File: src/rtl/natalius_wb_gpio_if.sv
// natalius_wb_gpio_if: Wishbone slave bus bundle for the natalius GPIO bank.
interface natalius_wb_gpio_if;
    logic        wbs_cyc_i;
    logic        wbs_stb_i;
    logic        wbs_we_i;
    logic [3:0]  wbs_sel_i;
    logic [31:0] wbs_adr_i;
    logic [31:0] wbs_dat_i;
    logic        wbs_ack_o;
    logic [31:0] wbs_dat_o;

    modport master (
        output wbs_cyc_i, wbs_stb_i, wbs_we_i, wbs_sel_i, wbs_adr_i, wbs_dat_i,
        input  wbs_ack_o, wbs_dat_o
    );
    modport slave (
        input  wbs_cyc_i, wbs_stb_i, wbs_we_i, wbs_sel_i, wbs_adr_i, wbs_dat_i,
        output wbs_ack_o, wbs_dat_o
    );
endinterface

File: src/rtl/natalius_wb_gpio.sv
// natalius_wb_gpio: Wishbone GPIO bank with per-pin direction, set/clear writes and edge IRQs.
// Define GPIO_DEBOUNCE_EN to insert a per-pin debounce filter after the input synchroniser.
module natalius_wb_gpio #(
    parameter int          WIDTH           = 16,
    parameter logic [31:0] BASE_ADDR       = 32'h3000_0000,
    parameter int          SYNC_STAGES     = 2,
    parameter int          DEBOUNCE_CYCLES = 16
) (
    input  logic              clk,
    input  logic              rst_n,
    natalius_wb_gpio_if.slave wbs,
    input  logic [WIDTH-1:0]  gpio_in,
    output logic [WIDTH-1:0]  gpio_out,
    output logic [WIDTH-1:0]  gpio_oeb,
    output logic              irq
);
    typedef enum logic {IDLE, ACK} state_t;
    state_t state, state_nxt;
    logic hit, commit, wr, unused;
    logic [2:0] off;
    logic [31:0] wmask, wd, rdata, dat_q;
    logic [WIDTH-1:0] d, dout, oeb, irq_en, irq_pol, irq_stat, filt, prev, ev;
    logic [SYNC_STAGES-1:0][WIDTH-1:0] sync;

    assign hit   = wbs.wbs_cyc_i & wbs.wbs_stb_i & (wbs.wbs_adr_i[31:5] == BASE_ADDR[31:5]);
    assign off   = wbs.wbs_adr_i[4:2];
    assign wmask = {{8{wbs.wbs_sel_i[3]}}, {8{wbs.wbs_sel_i[2]}}, {8{wbs.wbs_sel_i[1]}}, {8{wbs.wbs_sel_i[0]}}};
    assign wd    = wbs.wbs_dat_i & wmask;
    assign d     = wd[WIDTH-1:0];
    assign wr    = commit & wbs.wbs_we_i;
    assign ev    = (irq_pol & ~filt & prev) | (~irq_pol & filt & ~prev);
    assign unused = ^{wbs.wbs_adr_i[1:0], wd, 16'(DEBOUNCE_CYCLES)};

    assign wbs.wbs_ack_o = (state == ACK);
    assign wbs.wbs_dat_o = dat_q;
    assign gpio_out      = dout;
    assign gpio_oeb      = oeb;

    always_comb begin
        commit    = (state == IDLE) && hit;
        state_nxt = commit ? ACK : IDLE;
    end

    always_comb begin
        rdata = '0;
        case (off)
            3'd0:    rdata = 32'(filt);
            3'd1:    rdata = 32'(dout);
            3'd2:    rdata = 32'(oeb);
            3'd3:    rdata = 32'(irq_en);
            3'd4:    rdata = 32'(irq_pol);
            3'd5:    rdata = 32'(irq_stat);
            default: rdata = '0;
        endcase
    end

    always_ff @(posedge clk or negedge rst_n) begin
        if (!rst_n) begin
            state    <= IDLE;
            dat_q    <= '0;
            dout     <= '0;
            oeb      <= '1;
            irq_en   <= '0;
            irq_pol  <= '0;
            irq_stat <= '0;
            sync     <= '0;
            prev     <= '0;
            irq      <= 1'b0;
        end else begin
            state    <= state_nxt;
            dat_q    <= (commit && !wbs.wbs_we_i) ? rdata : '0;
            sync     <= {sync[SYNC_STAGES-2:0], gpio_in};
            prev     <= filt;
            irq      <= |(irq_stat & irq_en);
            // a same-cycle event wins over write-1-to-clear
            irq_stat <= (irq_stat & ~((wr && off == 3'd5) ? d : '0)) | ev;
            if (wr) begin
                case (off)
                    3'd1:    dout    <= (dout & ~wmask[WIDTH-1:0]) | d;
                    3'd2:    oeb     <= (oeb & ~wmask[WIDTH-1:0]) | d;
                    3'd3:    irq_en  <= (irq_en & ~wmask[WIDTH-1:0]) | d;
                    3'd4:    irq_pol <= (irq_pol & ~wmask[WIDTH-1:0]) | d;
                    3'd6:    dout    <= dout | d;
                    3'd7:    dout    <= dout & ~d;
                    default: ;
                endcase
            end
        end
    end

`ifdef GPIO_DEBOUNCE_EN
    logic [15:0] cnt [WIDTH];

    always_ff @(posedge clk or negedge rst_n) begin
        if (!rst_n) begin
            filt <= '0;
            for (int i = 0; i < WIDTH; i++) cnt[i] <= '0;
        end else begin
            for (int i = 0; i < WIDTH; i++) begin
                if (sync[SYNC_STAGES-1][i] == filt[i]) begin
                    cnt[i] <= '0;
                end else if (cnt[i] == 16'(DEBOUNCE_CYCLES - 1)) begin
                    filt[i] <= sync[SYNC_STAGES-1][i];
                    cnt[i]  <= '0;
                end else begin
                    cnt[i] <= cnt[i] + 16'd1;
                end
            end
        end
    end
`else
    assign filt = sync[SYNC_STAGES-1];
`endif
endmodule

File: src/flat_wrapper.sv
// flat-port wrapper written by rule: the top's interface ports become plain ports
module natalius_wb_gpio_flat 
#(
    parameter int          WIDTH           = 16,
    parameter logic [31:0] BASE_ADDR       = 32'h3000_0000,
    parameter int          SYNC_STAGES     = 2,
    parameter int          DEBOUNCE_CYCLES = 16
)
  (clk, rst_n, gpio_in, gpio_out, gpio_oeb, irq, wbs_wbs_cyc_i, wbs_wbs_stb_i, wbs_wbs_we_i, wbs_wbs_sel_i, wbs_wbs_adr_i, wbs_wbs_dat_i, wbs_wbs_ack_o, wbs_wbs_dat_o);
  natalius_wb_gpio_if wbs_i ();
  input  logic clk;
  input  logic rst_n;
  input  logic [WIDTH-1:0] gpio_in;
  output logic [WIDTH-1:0] gpio_out;
  output logic [WIDTH-1:0] gpio_oeb;
  output logic irq;
  input wire logic [$bits(wbs_i.wbs_cyc_i)-1:0] wbs_wbs_cyc_i;
  input wire logic [$bits(wbs_i.wbs_stb_i)-1:0] wbs_wbs_stb_i;
  input wire logic [$bits(wbs_i.wbs_we_i)-1:0] wbs_wbs_we_i;
  input wire logic [$bits(wbs_i.wbs_sel_i)-1:0] wbs_wbs_sel_i;
  input wire logic [$bits(wbs_i.wbs_adr_i)-1:0] wbs_wbs_adr_i;
  input wire logic [$bits(wbs_i.wbs_dat_i)-1:0] wbs_wbs_dat_i;
  output wire logic [$bits(wbs_i.wbs_ack_o)-1:0] wbs_wbs_ack_o;
  output wire logic [$bits(wbs_i.wbs_dat_o)-1:0] wbs_wbs_dat_o;
  assign wbs_i.wbs_cyc_i = wbs_wbs_cyc_i;
  assign wbs_i.wbs_stb_i = wbs_wbs_stb_i;
  assign wbs_i.wbs_we_i = wbs_wbs_we_i;
  assign wbs_i.wbs_sel_i = wbs_wbs_sel_i;
  assign wbs_i.wbs_adr_i = wbs_wbs_adr_i;
  assign wbs_i.wbs_dat_i = wbs_wbs_dat_i;
  assign wbs_wbs_ack_o = wbs_i.wbs_ack_o;
  assign wbs_wbs_dat_o = wbs_i.wbs_dat_o;
  natalius_wb_gpio #(.WIDTH(WIDTH), .BASE_ADDR(BASE_ADDR), .SYNC_STAGES(SYNC_STAGES), .DEBOUNCE_CYCLES(DEBOUNCE_CYCLES)) u_core (.clk(clk), .rst_n(rst_n), .wbs(wbs_i), .gpio_in(gpio_in), .gpio_out(gpio_out), .gpio_oeb(gpio_oeb), .irq(irq));
endmodule
File: config.mk
export PLATFORM = sky130hd
export DESIGN_NAME = natalius_wb_gpio_flat
export DESIGN_NICKNAME = d
export VERILOG_FILES = /design/src/rtl/natalius_wb_gpio_if.sv /design/src/rtl/natalius_wb_gpio.sv /design/src/flat_wrapper.sv
export SDC_FILE = /design/constraint.sdc
export NUM_CORES = 1
export LEC_CHECK = 0
export BUFFER_PORTS_ARGS = -buffer_cell sky130_fd_sc_hd__buf_4
export CAP_MARGIN = 20
export CORE_MARGIN = 2
export CORE_UTILIZATION = 48
export CTS_CLUSTER_SIZE = 10
export DETAILED_ROUTE_END_ITERATION = 8
export MAX_ROUTING_LAYER = met4
export PLACE_DENSITY = 0.87
export SLEW_MARGIN = 40
export SYNTH_ARGS = -nofsm -noshare
export SYNTH_HDL_FRONTEND = slang
export SYNTH_SLANG_ARGS = --single-unit
File: constraint.sdc
create_clock -name clk -period 2.13 [get_ports clk]
set_input_delay 0.213 -clock clk [delete_from_list [all_inputs] [get_ports clk]]
set_output_delay 0.213 -clock clk [all_outputs]
set_load 0.02 [all_outputs]
After elaboration in Yosys (flattened, before gate mapping)
Index checks and enable logic that the tools add are counted.
{"block": "word_totals", "register_bits": 162, "input_bits": 89, "output_inout_bits": 66, "wordCells": 64}
{"block": "op_classes", "eq_ne": 8, "mux": 5, "bitwise": 29, "reduce_logical": 11}
{"op": "16-bit AND", "n": 12}
{"op": "16-bit OR", "n": 7}
{"op": "16-bit inverter", "n": 6}
{"op": "16-bit one-hot mux with 6 select lines", "n": 1}
{"op": "16-bit one-hot mux with 3 select lines", "n": 1}
{"op": "16-bit 2-to-1 mux", "n": 2}
{"op": "27-bit by 25-bit == test with 1-bit output, second input constant", "n": 1}
{"op": "16-bit OR reduction", "n": 1}
{"op": "3-bit == test, second input constant", "n": 4}
{"op": "2-bit AND reduction", "n": 4}
{"op": "3-bit by 2-bit == test with 1-bit output, second input constant", "n": 2}
{"op": "1-bit AND", "n": 3}
{"op": "3-bit by 1-bit == test with 1-bit output, second input constant", "n": 1}
{"op": "1-bit logical AND", "n": 3}
{"op": "3-bit zero test", "n": 1}
{"op": "3-bit nonzero test", "n": 1}
{"op": "1-bit zero test", "n": 1}
{"op": "1-bit 2-to-1 mux", "n": 1}
{"op": "1-bit inverter", "n": 1}

Depth between registers and ports, before layout
{"block": "depth", "ltp_word": 9, "ltp_mapped": 7}

Worst setup path before layout
Ideal clock, no wire load.
{"block": "synth_timing", "path_type": "register to register", "start": "reg u_core.state (netlist: u_core.wbs.wbs_ack_o)", "end": "reg u_core.irq_stat[1]", "setup_ps": 126, "t_arrival_ps": 2229, "path_slack_ps": -225, "path_stages_with_launch": 7, "n_path_buf": 1, "period_less_slack_ps": 2355, "path_cell_list": "dfrtp_1 > nor4bb_1 > nand4_1 > nor3_1 > clkbuf_1 > nand3_1 > a221o_1"}
{"block": "synth_via", "elab_chain_cells": 8}
{"element": "start, declared", "line": "natalius_wb_gpio.sv:18", "text": "state_t state, state_nxt;"}
{"element": "start signal, assigned", "line": "natalius_wb_gpio.sv:70", "text": "state <= state_nxt;"}
{"element": "1-bit inverter", "line": "natalius_wb_gpio.sv:40", "text": "commit = (state == IDLE) && hit;"}
{"element": "1-bit logical AND", "line": "natalius_wb_gpio.sv:40"}
{"element": "1-bit AND", "line": "natalius_wb_gpio.sv:30", "text": "assign wr = commit & wbs.wbs_we_i;"}
{"element": "1-bit logical AND", "line": "natalius_wb_gpio.sv:76", "text": "irq_stat <= (irq_stat & ~((wr && off == 3'd5) ? d : '0)) | ev;"}
{"element": "16-bit 2-to-1 mux", "line": "natalius_wb_gpio.sv:76"}
{"element": "16-bit inverter", "line": "natalius_wb_gpio.sv:76"}
{"element": "16-bit AND", "line": "natalius_wb_gpio.sv:76"}
{"element": "16-bit OR", "line": "natalius_wb_gpio.sv:76"}
{"element": "end signal, assigned", "line": "natalius_wb_gpio.sv:76"}
{"element": "end, declared", "line": "natalius_wb_gpio.sv:22", "text": "logic [WIDTH-1:0] d, dout, oeb, irq_en, irq_pol, irq_stat, filt, prev, ev;"}
Every way passes these cells.
A chain may end at the register's enable or synchronous reset.

Worst setup path in the final report
{"block": "layout_timing", "start": "reg u_core.state (netlist: u_core.wbs.wbs_ack_o)", "end": "reg u_core.irq_stat[7]"}
Same word-level chain as after synthesis.

==> results.tsv <==
stage	metric	value	unit
run_status	outcome	finished with violations	
run_status	failing checks	setup timing	
setup_path	worst path bufs/invs	2	
detailed_routing	ANT nets after route	0	
clocking	TritonCTS Buffers	17	
yosys	yosys warns	0	
setup_path	r2r worst-path depth	7	
yosys	Synth area leaders	dfrtp_1 52%, mux2_2 8.6%, dfstp_2 6.7%	
setup_path	r2r startpoint	u_core.wbs.wbs_ack_o$_DFF_PN0_	
timing	Worst-Margin Slew	644	ps
setup_path	Setup crit end kind	flip-flop	
global_route	vias in the first global route	5366	
setup_path	kind of critical path	flip-flop to flip-flop	
timing	Slew Limit Fails	0	
yosys	largest family of logic cells by synthesized area	compound AO/OA/AOI/OAI gates	
floorplanning	Core Area	12700	µm²
yosys	Async S/R FF share, synth	1.00	
yosys	top-count cell post-synth	dfrtp_1	
setup_path	slowest stage delay, CP	430	ps
timing	slew margin rel.	0.571	
floorplanning	DIE AREA	14000	µm²
hold_path	hold path cells	2	
clocking	clock sink count	146	
detailed_routing	drt pass-1 iters	8	
yosys	post-synthesis compound-gate area fraction	0.178	
yosys	Yosys top cell by area	dfrtp_1	
clocking	CTS root buf	clkbuf_16	
yosys	sequential element share of the synthesized area	0.586	
floorplanning	Rows	41	
placement	Final Wtd Congestion	0.892	
power	worst vdd ir	0.630	mV
timing	skew final	5.35	ps
detailed_routing	via count	5332	
yosys	Yosys reg bits	146	
detailed_routing	DR vias/cell	6.18	
timing	Fin. Hold Viols	0	
placement	HPWL after DPL	11400	µm
setup_path	flop-to-flop setup slack	-5	ps
clocking	Reg clk slew, reported paths	60	ps
run	# Max-Cap Violations	0	
setup_path	WP data required	2440	ps
setup_path	Critical Path AT	2440	ps
setup_path	Slowest-stage cell, CP	dfrtp_2	
yosys	proportion of netlist area held by the largest area contributor	0.519	
detailed_routing	Iter 0 DRT Violations	738	
timing	# setup viols final	1	
global_route	All-Layer GR Usage	0.261	
hold_path	Hold Path Origin	wbs_wbs_dat_i[4]	
floorplanning	Die Ht	118	µm
detailed_routing	WL final	18000	µm
cells_and_area	Ant. Diodes	0	
global_route	global-route wire length before repair	27500	µm
setup_path	RR Endpoint	u_core.irq_stat[7]$_DFF_PN0_	
clocking	CTS tree	yes	
timing	RSZ-0062 raised after global routing	yes	
clocking	Clock Path Buffers	2	
yosys	Synth Area in Adders	0	
setup_path	CP startpoint kind	flip-flop	
yosys	Syn Area/Cell	12.2	µm²
setup_path	worst setup path start	u_core.wbs.wbs_ack_o$_DFF_PN0_	
timing	clock period minus worst slack	2140	ps
global_route	initial antenna violation count	0	
cells_and_area	Area Overhead vs Synth	37.2	%
cells_and_area	proportion of layout cells with a drive suffix above 1	0.411	
setup_path	Max Fanout on Critical Path	11	
power	P_leak	3.76	nW
setup_path	Largest delay share family, worst path	simple AND/OR/NAND/NOR gates	
cells_and_area	nets	767	
global_route	grt total ovfl	0	
yosys	number of flops mapped to enable cells by yosys	0	
floorplanning	die width	118	µm
clocking	CTS H-tree lvls	4	
clocking	clk_lat worst skew	430	ps
yosys	Unique masters post-synth	41	
placement	IO buf count	118	
hold_path	min-delay worst type	primary input to flip-flop	
floorplanning	initial core utilization	0.494	
placement	Setup WS pre-CTS	-263	ps
timing	final setup margin	-5.38	ps
yosys	top cell types by occurrence after synthesis	130 x dfrtp_1, 49 x a22oi_1, 48 x mux2_2	
floorplanning	Ports	155	
yosys	Synth Flop Type	dfrtp_1	
detailed_routing	DR WL/cell	20.9	µm
cells_and_area	fill count	861	
yosys	mux cell area share after synthesis	0.0879	
yosys	Cells after Synth	515	
global_route	largest net degree at the start of global routing	70	
timing	total negative slack	-5.38	ps
detailed_routing	DR DRC count	0	
timing	fin crit share	1.00	
yosys	Post-Synth Simple-Gate Area	0.108	
yosys	xor-xnor portion of the synthesized cell area	0	
cells_and_area	Util after Layout	0.678	
timing	FMAX	468	MHz
setup_path	WP depth	7	
setup_path	critical-path cell list	nor4bb_4 -> nand4_1 -> buf_4 -> nor3_4 -> buf_12 -> nand3_1 -> a221o_1	
yosys	Post-Syn Area	6260	µm²
power	PD cells	739	nW/µm²
-- layout by cell type, fill, tap and decap left out, types with 6 or more instances in the layout --
cell           instances
a31oi_1               16
mux2_4                22
a221o_1               15
nand2_1               19
clkbuf_16             18
a41o_1                 8
dfstp_2               16
nand3_1               14
a22oi_1               49
dlygate4sd3_1         17
nor2_1                24
nor2b_1                9
dfrtp_1              129
nand2b_1               7
buf_12                 6
nor3b_1                8
conb_1                16
a21oi_1               22
buf_4                146
mux2_2                26
a211oi_1              14
o22ai_2                7
o22ai_1                8
-- where the power goes --
group	leakage [nW]	internal [mW]	switching, mW
sequential	1.79	2.82	0.0354
clock	0.302	1.95	1.11
combinational	1.67	0.176	0.249
-- logic make-up after synthesis --
family          after synthesis
simple gates                117
buf+inv                      49
mux                          49
compound gates              153
other cells                   1
flops                       146
-- stage by stage --
step | area, µm² | instances | total power [mW] | hold WS (ps)
2_1_floorplan | 6330 | 530 | 3.06 | -82.6
5_1_grt | 8600 | 863 | 6.55 | 71.5
6_report | 8600 | 863 | 6.35 | 73.7
3_5_place_dp | 7520 | 807 | 3.28 | 270
4_1_cts | 8390 | 858 | 6.37 | 48.9
3_3_place_gp | 7520 | 807 | 3.26 | 258
-- worst max path at each step --
stage,endpoint,slack (ps)
after detailed placement,flip-flop,-260
after floorplan,flip-flop,-170
after global placement,flip-flop,-200
final,u_core.irq_stat[7]$_DFF_PN0_,-5
after CTS,flip-flop,-70
after global routing,u_core.gpio_out[1]$_DFFE_PN0P_,-70
-- metal layers --
metal	GRT usage	vias to the layer above	wire length (µm)
met5	-	-	0
met4	0.136	0	875
met3	0.0681	83	1550
met2	0.409	369	8940
met1	0.312	2610	6660
li1	-	2270	-
-- what timing repair did --
action	4_1_cts	5_1_grt
endpoints found under the setup margin	46	71
gates cloned	0	2
endpoints found under the hold margin	74	0
gates resized for setup	15	35
hold buffers	17	0
pin swaps	3	8
setup buffers	2	3
-- layout make-up --
cell class,count,area (µm²),share of cell area
flip-flops and latches,146,3670,0.428
multi-input cells,335,2620,0.305
repair buffers,174,1460,0.169
clock buffers,22,484,0.0563
well taps,172,215,0.0250
clock inverters,10,130,0.0151
inverters,4,15.0,0.00175
-- worst reg2reg max path, stage by stage, from the launching register on --
cell and delay, ps:
dfrtp_2 430, nor4bb_4 290, nand4_1 240, buf_4 230
nor3_4 190, buf_12 190, nand3_1 90, a221o_1 370
(Power assumes the default switching activity.)
